==> config.mk <==
export PLATFORM = sky130hd
export DESIGN_NAME = seq_multiplier
export DESIGN_NICKNAME = d
export VERILOG_FILES = /design/src/rtl/mult_pkg.sv /design/src/rtl/add_n.sv /design/src/rtl/seq_multiplier.sv
export SDC_FILE = /design/constraint.sdc
export NUM_CORES = 1
export LEC_CHECK = 0
export ABC_AREA = 1
export ABC_CLOCK_PERIOD_IN_PS = 3300
export CAP_MARGIN = 0
export CORE_AREA = 2 2 62 58
export CTS_CLUSTER_SIZE = 24
export DETAILED_ROUTE_END_ITERATION = 8
export DIE_AREA = 0 0 64 60
export GPL_ROUTABILITY_DRIVEN = 1
export PLACE_DENSITY = 0.72
export SKIP_CTS_REPAIR_TIMING = 1
export SLEW_MARGIN = 20
export SYNTH_ARGS = -nofsm -noshare
export SYNTH_HDL_FRONTEND = slang
export SYNTH_SLANG_ARGS = --single-unit
==> constraint.sdc <==
create_clock -name clk -period 3.3 [get_ports clk]
set_clock_uncertainty 0.1 [all_clocks]
set_input_delay 0.66 -clock clk [delete_from_list [all_inputs] [get_ports clk]]
set_output_delay 0.66 -clock clk [all_outputs]
set_load 0.05 [all_outputs]
==> src/rtl/mult_pkg.sv <==
// Shared types for the sequential multiplier: FSM state encoding and default operand width.
// Pure declarations; no latency or flow control of its own.
package mult_pkg;

    localparam int MULT_WIDTH_DEF = 4;

    typedef enum logic [1:0] {
        ST_IDLE   = 2'd0,
        ST_RUN    = 2'd1,
        ST_FINISH = 2'd2
    } state_t;

endpackage

==> src/rtl/add_n.sv <==
// Parametrised ripple-carry adder with carry-in and carry-out.
// Purely combinational, zero latency; no backpressure.
module add_n #(
    parameter int WIDTH = 5
) (
    input  logic [WIDTH-1:0] i_a,
    input  logic [WIDTH-1:0] i_b,
    input  logic             i_cin,
    output logic [WIDTH-1:0] o_sum,
    output logic             o_cout
);

    logic [WIDTH:0] w_carry;

    assign w_carry[0] = i_cin;

    for (genvar i = 0; i < WIDTH; i++) begin : g_fa
        assign o_sum[i]       = i_a[i] ^ i_b[i] ^ w_carry[i];
        assign w_carry[i+1]   = (i_a[i] & i_b[i]) | (w_carry[i] & (i_a[i] ^ i_b[i]));
    end

    assign o_cout = w_carry[WIDTH];

endmodule

==> src/rtl/seq_multiplier.sv <==
// Radix-2 shift-add multiplier (signed/unsigned); done pulses WIDTH+1 cycles after start.
// Backpressure: start is taken only in IDLE or FINISH and ignored while busy.
module seq_multiplier
    import mult_pkg::*;
#(
    parameter int WIDTH = MULT_WIDTH_DEF
) (
    input  logic                 clk,
    input  logic                 rst_n,
    input  logic                 start,
    input  logic                 signed_mode,
    input  logic [WIDTH-1:0]     op_a,
    input  logic [WIDTH-1:0]     op_b,
    output logic                 busy,
    output logic                 done,
    output logic [2*WIDTH-1:0]   product
);

    localparam int CW = $clog2(WIDTH + 1);

    state_t               r_state;
    state_t               w_state_nxt;
    logic                 w_accept;
    logic                 w_last;

    logic                 r_sign;
    logic [WIDTH-1:0]     r_mcand;
    logic [WIDTH-1:0]     r_mplier;
    logic [2*WIDTH:0]     r_acc;
    logic [CW-1:0]        r_cnt;
    logic [2*WIDTH-1:0]   r_product;

    logic [WIDTH-1:0]     w_mag_a;
    logic [WIDTH-1:0]     w_mag_b;
    logic                 w_sign;
    logic [WIDTH-1:0]     w_addend;
    logic [WIDTH:0]       w_sum;
    logic                 w_cout;
    logic [2*WIDTH:0]     w_acc_step;
    logic [2*WIDTH-1:0]   w_prod_mag;
    logic [2*WIDTH-1:0]   w_prod_final;

    // Magnitudes fit in WIDTH bits unsigned, including the most negative operand.
    assign w_mag_a = (signed_mode && op_a[WIDTH-1]) ? (~op_a + WIDTH'(1)) : op_a;
    assign w_mag_b = (signed_mode && op_b[WIDTH-1]) ? (~op_b + WIDTH'(1)) : op_b;
    assign w_sign  = signed_mode & (op_a[WIDTH-1] ^ op_b[WIDTH-1]);

    assign w_addend = r_mplier[0] ? r_mcand : '0;

    add_n #(
        .WIDTH (WIDTH + 1)
    ) u_add (
        .i_a    (r_acc[2*WIDTH:WIDTH]),
        .i_b    ({1'b0, w_addend}),
        .i_cin  (1'b0),
        .o_sum  (w_sum),
        .o_cout (w_cout)
    );

    assign w_acc_step   = {w_cout, w_sum, r_acc[WIDTH-1:1]};
    assign w_prod_mag   = w_acc_step[2*WIDTH-1:0];
    assign w_prod_final = r_sign ? (~w_prod_mag + (2*WIDTH)'(1)) : w_prod_mag;
    assign w_last       = (r_cnt == CW'(WIDTH - 1));

    always_ff @(posedge clk or negedge rst_n) begin
        if (!rst_n) begin
            r_state <= ST_IDLE;
        end else begin
            r_state <= w_state_nxt;
        end
    end

    always_comb begin
        w_state_nxt = r_state;
        w_accept    = 1'b0;
        busy        = 1'b0;
        done        = 1'b0;
        unique case (r_state)
            ST_IDLE: begin
                if (start) begin
                    w_accept    = 1'b1;
                    w_state_nxt = ST_RUN;
                end
            end
            ST_RUN: begin
                busy = 1'b1;
                if (w_last) begin
                    w_state_nxt = ST_FINISH;
                end
            end
            ST_FINISH: begin
                done = 1'b1;
                if (start) begin
                    w_accept    = 1'b1;
                    w_state_nxt = ST_RUN;
                end else begin
                    w_state_nxt = ST_IDLE;
                end
            end
            default: w_state_nxt = ST_IDLE;
        endcase
    end

    always_ff @(posedge clk or negedge rst_n) begin
        if (!rst_n) begin
            r_sign    <= 1'b0;
            r_mcand   <= '0;
            r_mplier  <= '0;
            r_acc     <= '0;
            r_cnt     <= '0;
            r_product <= '0;
        end else if (w_accept) begin
            r_sign    <= w_sign;
            r_mcand   <= w_mag_a;
            r_mplier  <= w_mag_b;
            r_acc     <= '0;
            r_cnt     <= '0;
        end else if (busy) begin
            r_acc    <= w_acc_step;
            // Retired low bits refill the multiplier's top; they never reach bit 0 within WIDTH steps.
            r_mplier <= {r_acc[0], r_mplier[WIDTH-1:1]};
            r_cnt    <= r_cnt + CW'(1);
            if (w_last) begin
                r_product <= w_prod_final;
            end
        end
    end

    assign product = r_product;

endmodule

==> results of run 1 <==
-- final cells by class --
class | instances | share of cell area
Multi-Input combinational cell | 129 | 0.381
Clock inverter | 1 | 0.00256
Tap cell | 44 | 0.0281
Inverter | 27 | 0.0543
Sequential cell | 31 | 0.396
Timing Repair Buffer | 22 | 0.111
Clock buffer | 6 | 0.0262
-- synth_stat cells --
cell type and number:
nand4_1 2, buf_6 2, or2_2 1, nand2_4 2, nand2_2 2, nor2_4 1
inv_4 2, buf_2 2, nand3_1 11, inv_2 1, nor2_1 13, o211ai_1 1
fa_1 3, nor2_8 1, o21ai_0 14, dfrtp_1 31, o21ai_1 1, a21oi_1 4
xor2_1 1, o21ai_2 2, nand2_1 48, xnor2_1 2, o22ai_1 7, nor3_1 3
a22o_1 2, inv_1 24, ha_1 7, a22oi_1 1
-- cells by family (layout without fill, tap and decap cells) --
| kind of cell | Yosys count | count (layout) | share of synthesized area |
|---|---|---|---|
| adder cells (fa/ha/maj) | 10 | 10 | 0.0889 |
| AO/OA/AOI/OAI | 32 | 32 | 0.114 |
| flip-flops | 31 | 31 | 0.467 |
| XOR/XNOR | 3 | 3 | 0.0158 |
| buffers and inverters | 31 | 56 | 0.0836 |
| AND/OR/NAND/NOR | 84 | 84 | 0.231 |
-- stage by stage --
step | std cells | area [sq um] | util | total power (W) | hold WS (ns)
6_report | 260 | 1960 | 0.607 | 0.00199 | 0.389
4_1_cts | 260 | 1960 | 0.607 | 0.00201 | 0.391
3_3_place_gp | 253 | 1900 | 0.589 | 0.00174 | 0.361
2_1_floorplan | 191 | 1660 | - | 0.00151 | 0.264
5_1_grt | 260 | 1960 | 0.607 | 0.00218 | 0.408
3_5_place_dp | 253 | 1900 | 0.589 | 0.00179 | 0.366
-- path summary, 6_finish.rpt --
kind                              from     endpoint  slack [ns]
hold reg to reg             product[5]   product[5]        0.39
setup reg to reg           r_mplier[0]   product[7]        0.66
setup / recovery            r_state[1]         busy        0.59
hold / removal              product[5]   product[5]        0.39
min in group asynchronous        rst_n   product[1]        0.61
max in group asynchronous        rst_n  r_mplier[1]        2.21
-- where the power goes --
group | leakage [nW] | internal [W] | switching (W) | total (W)
Combinational | 0.542 | 0.000395 | 0.000722 | 0.00112
Sequential | 0.391 | 0.000548 | 0.000104 | 0.000653
Clock | 0.0341 | 0.0000985 | 0.000125 | 0.000223
Total | 0.967 | 0.00104 | 0.000951 | 0.00199
-- tightest hold or removal path, cell delays in order (launching register included) --
cell and delay, ns:
dfrtp_1 0.36, nand2_1 0.05, nand2_1 0.05
-- flip-flops by register name, indices dropped and copies added, names as in the netlist --
| name | count |
|---|---|
| r_sign | 1 |
| product | 8 |
| r_mplier | 4 |
| r_cnt | 3 |
| r_state | 2 |
| r_mcand | 4 |
| r_acc | 9 |
-- layer usage --
layer	track usage	vias up	wire length, microns	share of wire
li1	-	670	-	-
met1	0.219	619	1330	0.44
met2	0.326	35	1530	0.50
met3	0.0565	4	160	0.053
met4	0.0652	0	15	0.0049
met5	0	-	0	0
==> reports/qor.csv, run 1 <==
metric,value,unit
share of the synthesized area in the top cell type,0.467,
Worst Hold Class,reg -> reg,
ranking of synthesized cells by area,"dfrtp_1 47%, nand2_1 11%, inv_1 5.4%, ha_1 5.3%, o21ai_0 4.2%",
core area,3230,sq um
Max Fclk,370,MHz
DIE AREA,3840,sq um
"CTS clk-pin slew, worst paths",0.10,ns
crit path kind,reg -> out,
final wirelength,3.03,mm
CTS Buffer Depth,2,
fillers,286,
pin count of the biggest net entering global routing,32,
Buffers on Ports,21,
ANT cells,0,
outcome,"finished, final reports clean",
Die H,60,microns
I/O pin cnt,22,
"Slew Viols, Final",0,
Slew HR,0.670,
"most common cell after layout, fill and taps aside",nand2_1,
TritonCTS sink count,31,
Reg area,776,sq um
Min-Delay Path Depth,2,
final hold vios,0,
Cell variety after synth,28,
biggest area consumer among synthesized cells,dfrtp_1,
Pleak,0.967,nW
global-route wire length before repair,5.34,mm
drc violations,0,
"CP delay by family, top",buffers and inverters,
worst skew pair latency,0.33,ns
Synth Area per Inst,8.70,sq um
final critical-path share of the clock period,0.820,
power per cell area,1020,nW/um^2
ANT nets after route,0,
Root Buffer,clkbuf_4,
reg2reg path depth,15,
synthesized area,1660,sq um
Slowest cell on crit path,clkdlybuf4s50_1,
Pre-antenna DRT Iters,4,
CTS tree,done,
Crit Path Max Fanout,17,
Setup crit start kind,flop,
post-synthesis sequential area ratio,0.467,
initial core utilization,0.515,
multi-input combinational cell area,747,sq um
Final setup viols,0,
wire length per cell,11.7,microns
HPWL Detailed,2.31,mm
vias in the first global route,1207,
RSZ-0062 raised after global routing,false,
Worst setup EP type,output port,
"commonest non-fill, non-tap cells in the layout","48 x nand2_1, 31 x dfrtp_1, 24 x inv_1",
final net count,238,
detailed-route via count,1328,
Seq cells post-synth,31,
Area Overhead vs Synth,17.8,%
post-layout min period,2.71,ns
worst-path cell chain,"inv_1, nand2_4, inv_1, clkdlybuf4s50_1",
FP Rows,20,
Syn Inst Count,191,
critical path data required time,2.54,ns
"Top cell by count, worst path",inv_1,
DR iter-0 viols,37,
Worst path depth,4,
initial antenna violation count,0,
aggregate global-route resource usage,0.186,
Die W,64,microns
layout cells sized above 1,0.0926,
total gr overflow,0,
crit path DAT,1.95,ns
WP buf/inv,3,
YS warnings,0,
Max-Cap Viols,0,
Vias/cell,5.11,
Peak VDD IR,0.370,mV
Setup TNS,0,ns
total CTS buffers,5,
GP Congestion,0.825,
synthesized net count,213,
Worst Max-Slew Pin Slew,0.494,ns
htree depth,2,
worst setup margin,0.595,ns
setup slack after placement,0.673,ns
Critical Path Max Stage Delay,0.82,ns
Note: power is estimated with default switching activity, not from simulation.
==> run 2, diff against run 1 <==
--- a/config.mk
+++ b/config.mk
@@ -6,14 +6,14 @@
 export NUM_CORES = 1
 export LEC_CHECK = 0
 export ABC_AREA = 1
-export ABC_CLOCK_PERIOD_IN_PS = 3300
+export ABC_CLOCK_PERIOD_IN_PS = 2440
 export CAP_MARGIN = 0
-export CORE_AREA = 2 2 62 58
+export CORE_AREA = 2 2 65 61
 export CTS_CLUSTER_SIZE = 24
 export DETAILED_ROUTE_END_ITERATION = 8
-export DIE_AREA = 0 0 64 60
+export DIE_AREA = 0 0 67 63
 export GPL_ROUTABILITY_DRIVEN = 1
-export PLACE_DENSITY = 0.72
+export PLACE_DENSITY = 0.69
 export SKIP_CTS_REPAIR_TIMING = 1
 export SLEW_MARGIN = 20
 export SYNTH_ARGS = -nofsm -noshare
==> constraint.sdc (replaced) <==
create_clock -name clk -period 2.44 [get_ports clk]
set_clock_uncertainty 0.1 [all_clocks]
set_input_delay 0.488 -clock clk [delete_from_list [all_inputs] [get_ports clk]]
set_output_delay 0.488 -clock clk [all_outputs]
set_load 0.05 [all_outputs]
==> reports/qor.csv, run 2 (synthesis gave the netlist of run 1 again) <==
metric,value,unit,change
Slew HR,0.663,,was 0.670
DIE AREA,4220,sq um,was 3840 sq um
pin count of the biggest net entering global routing,32,,unchanged
HPWL Detailed,2.35,mm,was 2.31 mm
Buffers on Ports,21,,unchanged
"Slew Viols, Final",0,,unchanged
Worst Max-Slew Pin Slew,0.504,ns,was 0.494 ns
initial antenna violation count,0,,unchanged
Switching Share,0.462,,was 0.477
Worst R2R Setup Slack,-0.03,ns,was 0.66 ns
TritonCTS sink count,31,,unchanged
Setup crit start kind,flop,,unchanged
P_int,0.00158,W,was 0.00104 W
critical path data required time,2.56,ns,was 2.54 ns
wire length per cell,12.1,microns,was 11.7 microns
Final setup viols,1,,was 0
Reg2Reg Launch Point,r_mcand[0],,was r_mplier[0]
Worst Hold Class,reg -> reg,,unchanged
worst skew pair latency,0.28,ns,was 0.33 ns
detailed-route via count,1317,,was 1328
r2r endpoint,product[7],,unchanged
Seq pwr share,0.299,,was 0.328
Pleak,0.993,nW,was 0.967 nW
Clk pwr share,0.138,,was 0.112
Die H,63,microns,was 60 microns
outcome,"complete, but fails checks",,"was finished, final reports clean"
Crit Path Max Fanout,2,,was 17
Vias/cell,4.97,,was 5.11
crit path DAT,2.59,ns,was 1.95 ns
fin util,0.568,,was 0.607
"commonest non-fill, non-tap cells in the layout","46 x nand2_1, 31 x dfrtp_1, 21 x inv_1",,"was 48 x nand2_1, 31 x dfrtp_1, 24 x inv_1"
GP Congestion,0.769,,was 0.825
Net Sw Power,0.00135,W,was 0.000951 W
layout cells sized above 1,0.151,,was 0.0926
final hold vios,0,,unchanged
final wirelength,3.21,mm,was 3.03 mm
Die W,67,microns,was 64 microns
RSZ-0062 raised after global routing,true,,was false
ANT cells,0,,unchanged
Root Buffer,clkbuf_8,,was clkbuf_4
reg2reg path depth,15,,unchanged
aggregate global-route resource usage,0.181,,was 0.186
power per cell area,1440,nW/um^2,was 1020 nW/um^2
global-route wire length before repair,5.77,mm,was 5.34 mm
DR iter-0 viols,87,,was 37
CTS tree,done,,unchanged
origin of the worst min-delay path,product[6],,was product[5]
Peak VDD IR,0.655,mV,was 0.370 mV
FP Rows,21,,was 20
htree depth,2,,unchanged
fillers,358,,was 286
core area,3570,sq um,was 3230 sq um
"most common cell after layout, fill and taps aside",nand2_1,,unchanged
setup slack after placement,-0.0553,ns,was 0.673 ns
total gr overflow,0,,unchanged
Logic pwr share,0.564,,was 0.560
max reg flops,9,,unchanged
Worst setup EP type,flop,,was output port
Pre-antenna DRT Iters,4,,unchanged
ANT nets after route,0,,unchanged
worst setup margin,-0.0299,ns,was 0.595 ns
final critical-path share of the clock period,1.01,,
Setup TNS,-0.0299,ns,was 0 ns
Min-Delay Endpoint,product[6],,was product[5]
Max Fclk,405,MHz,
I/O pin cnt,22,,unchanged
violated checks,negative setup slack,,
CTS Buffer Depth,2,,unchanged
most flop-heavy register,r_acc,,unchanged
vias in the first global route,1331,,was 1207
Area Overhead vs Synth,22.2,%,was 17.8%
initial core utilization,0.465,,was 0.515
Min-Delay Path Depth,2,,unchanged
post-layout min period,2.47,ns,
crit path kind,reg -> reg,,was reg -> out
final net count,241,,was 238
total CTS buffers,5,,unchanged
drc violations,0,,unchanged
Max-Cap Viols,0,,unchanged
overall power,0.00293,W,was 0.00199 W
"CTS clk-pin slew, worst paths",0.06,ns,was 0.10 ns
run 2: power by group through the flow:
stage | clock network, W | logic (W) | registers [W]
after global routing | 0.000435 | 0.00184 | 0.000903
after floorplan | 0 | 0.000990 | 0.00105
after global placement | 0 | 0.00155 | 0.000877
after detailed placement | 0 | 0.00157 | 0.000883
final | 0.000404 | 0.00165 | 0.000875
after CTS | 0.000413 | 0.00158 | 0.000876
run 2: critical path, cell delays in order (launching register included):
cell and delay, ns:
dfrtp_1 0.35, nand2_1 0.06, inv_1 0.05, ha_2 0.16, inv_2 0.04, fa_2 0.34
fa_2 0.34, inv_2 0.06, fa_1 0.43, inv_2 0.09, nand2_2 0.06, nor2_2 0.09
nand2_1 0.05, nand3_1 0.06, nand3_1 0.08, nand2_1 0.06
run 2: routing by layer:
metal,GRT usage,up-vias,wire length [microns],share of wire
li1,-,673,-,-
met1,0.247,617,1570,0.49
met2,0.280,22,1500,0.47
met3,0.0468,5,104,0.032
met4,0.0536,0,38,0.012
met5,0,-,0,0
run 2: area by class of cell:
class / count / area [sq um] / area share
flip-flops and latches: 31 / 776 / 0.382
multi-input cells: 129 / 762 / 0.375
repair buffers: 25 / 241 / 0.119
inverters: 27 / 106 / 0.0524
clock buffers: 6 / 82.6 / 0.0407
well taps: 46 / 57.6 / 0.0283
clock inverters: 1 / 5.00 / 0.00246
run 2: worst max path at each step:
stage	start	slack, ns	end	cells past startpoint
5_1_grt	r_mcand[0]	-0.21	product[7]	15
3_3_place_gp	r_mcand[0]	0.03	product[7]	15
2_1_floorplan	r_mplier[0]	0.02	product[7]	15
6_report	r_mcand[0]	-0.03	product[7]	15
3_5_place_dp	r_mcand[0]	-0.06	product[7]	15
4_1_cts	r_mcand[0]	-0.09	product[7]	15
run 2: metrics by stage:
step	instances	hold WS [ns]	instance area, sq um
2_1_floorplan	191	0.0924	1660
5_1_grt	265	0.397	2030
6_report	265	0.374	2030
3_5_place_dp	257	0.364	1920
4_1_cts	264	0.381	2010
3_3_place_gp	257	0.359	1920
==> run 3, diff against run 2 <==
--- a/config.mk
+++ b/config.mk
@@ -7,12 +7,13 @@
 export LEC_CHECK = 0
 export ABC_AREA = 1
 export ABC_CLOCK_PERIOD_IN_PS = 2440
-export CAP_MARGIN = 0
+export CAP_MARGIN = 30
 export CORE_AREA = 2 2 65 61
 export CTS_CLUSTER_SIZE = 24
 export DETAILED_ROUTE_END_ITERATION = 8
 export DIE_AREA = 0 0 67 63
 export GPL_ROUTABILITY_DRIVEN = 1
+export GPL_TIMING_DRIVEN = 1
 export PLACE_DENSITY = 0.69
 export SKIP_CTS_REPAIR_TIMING = 1
 export SLEW_MARGIN = 20
==> results of run 3 <==
No change in the layout: final DEF, timing and power equal those of run 2.
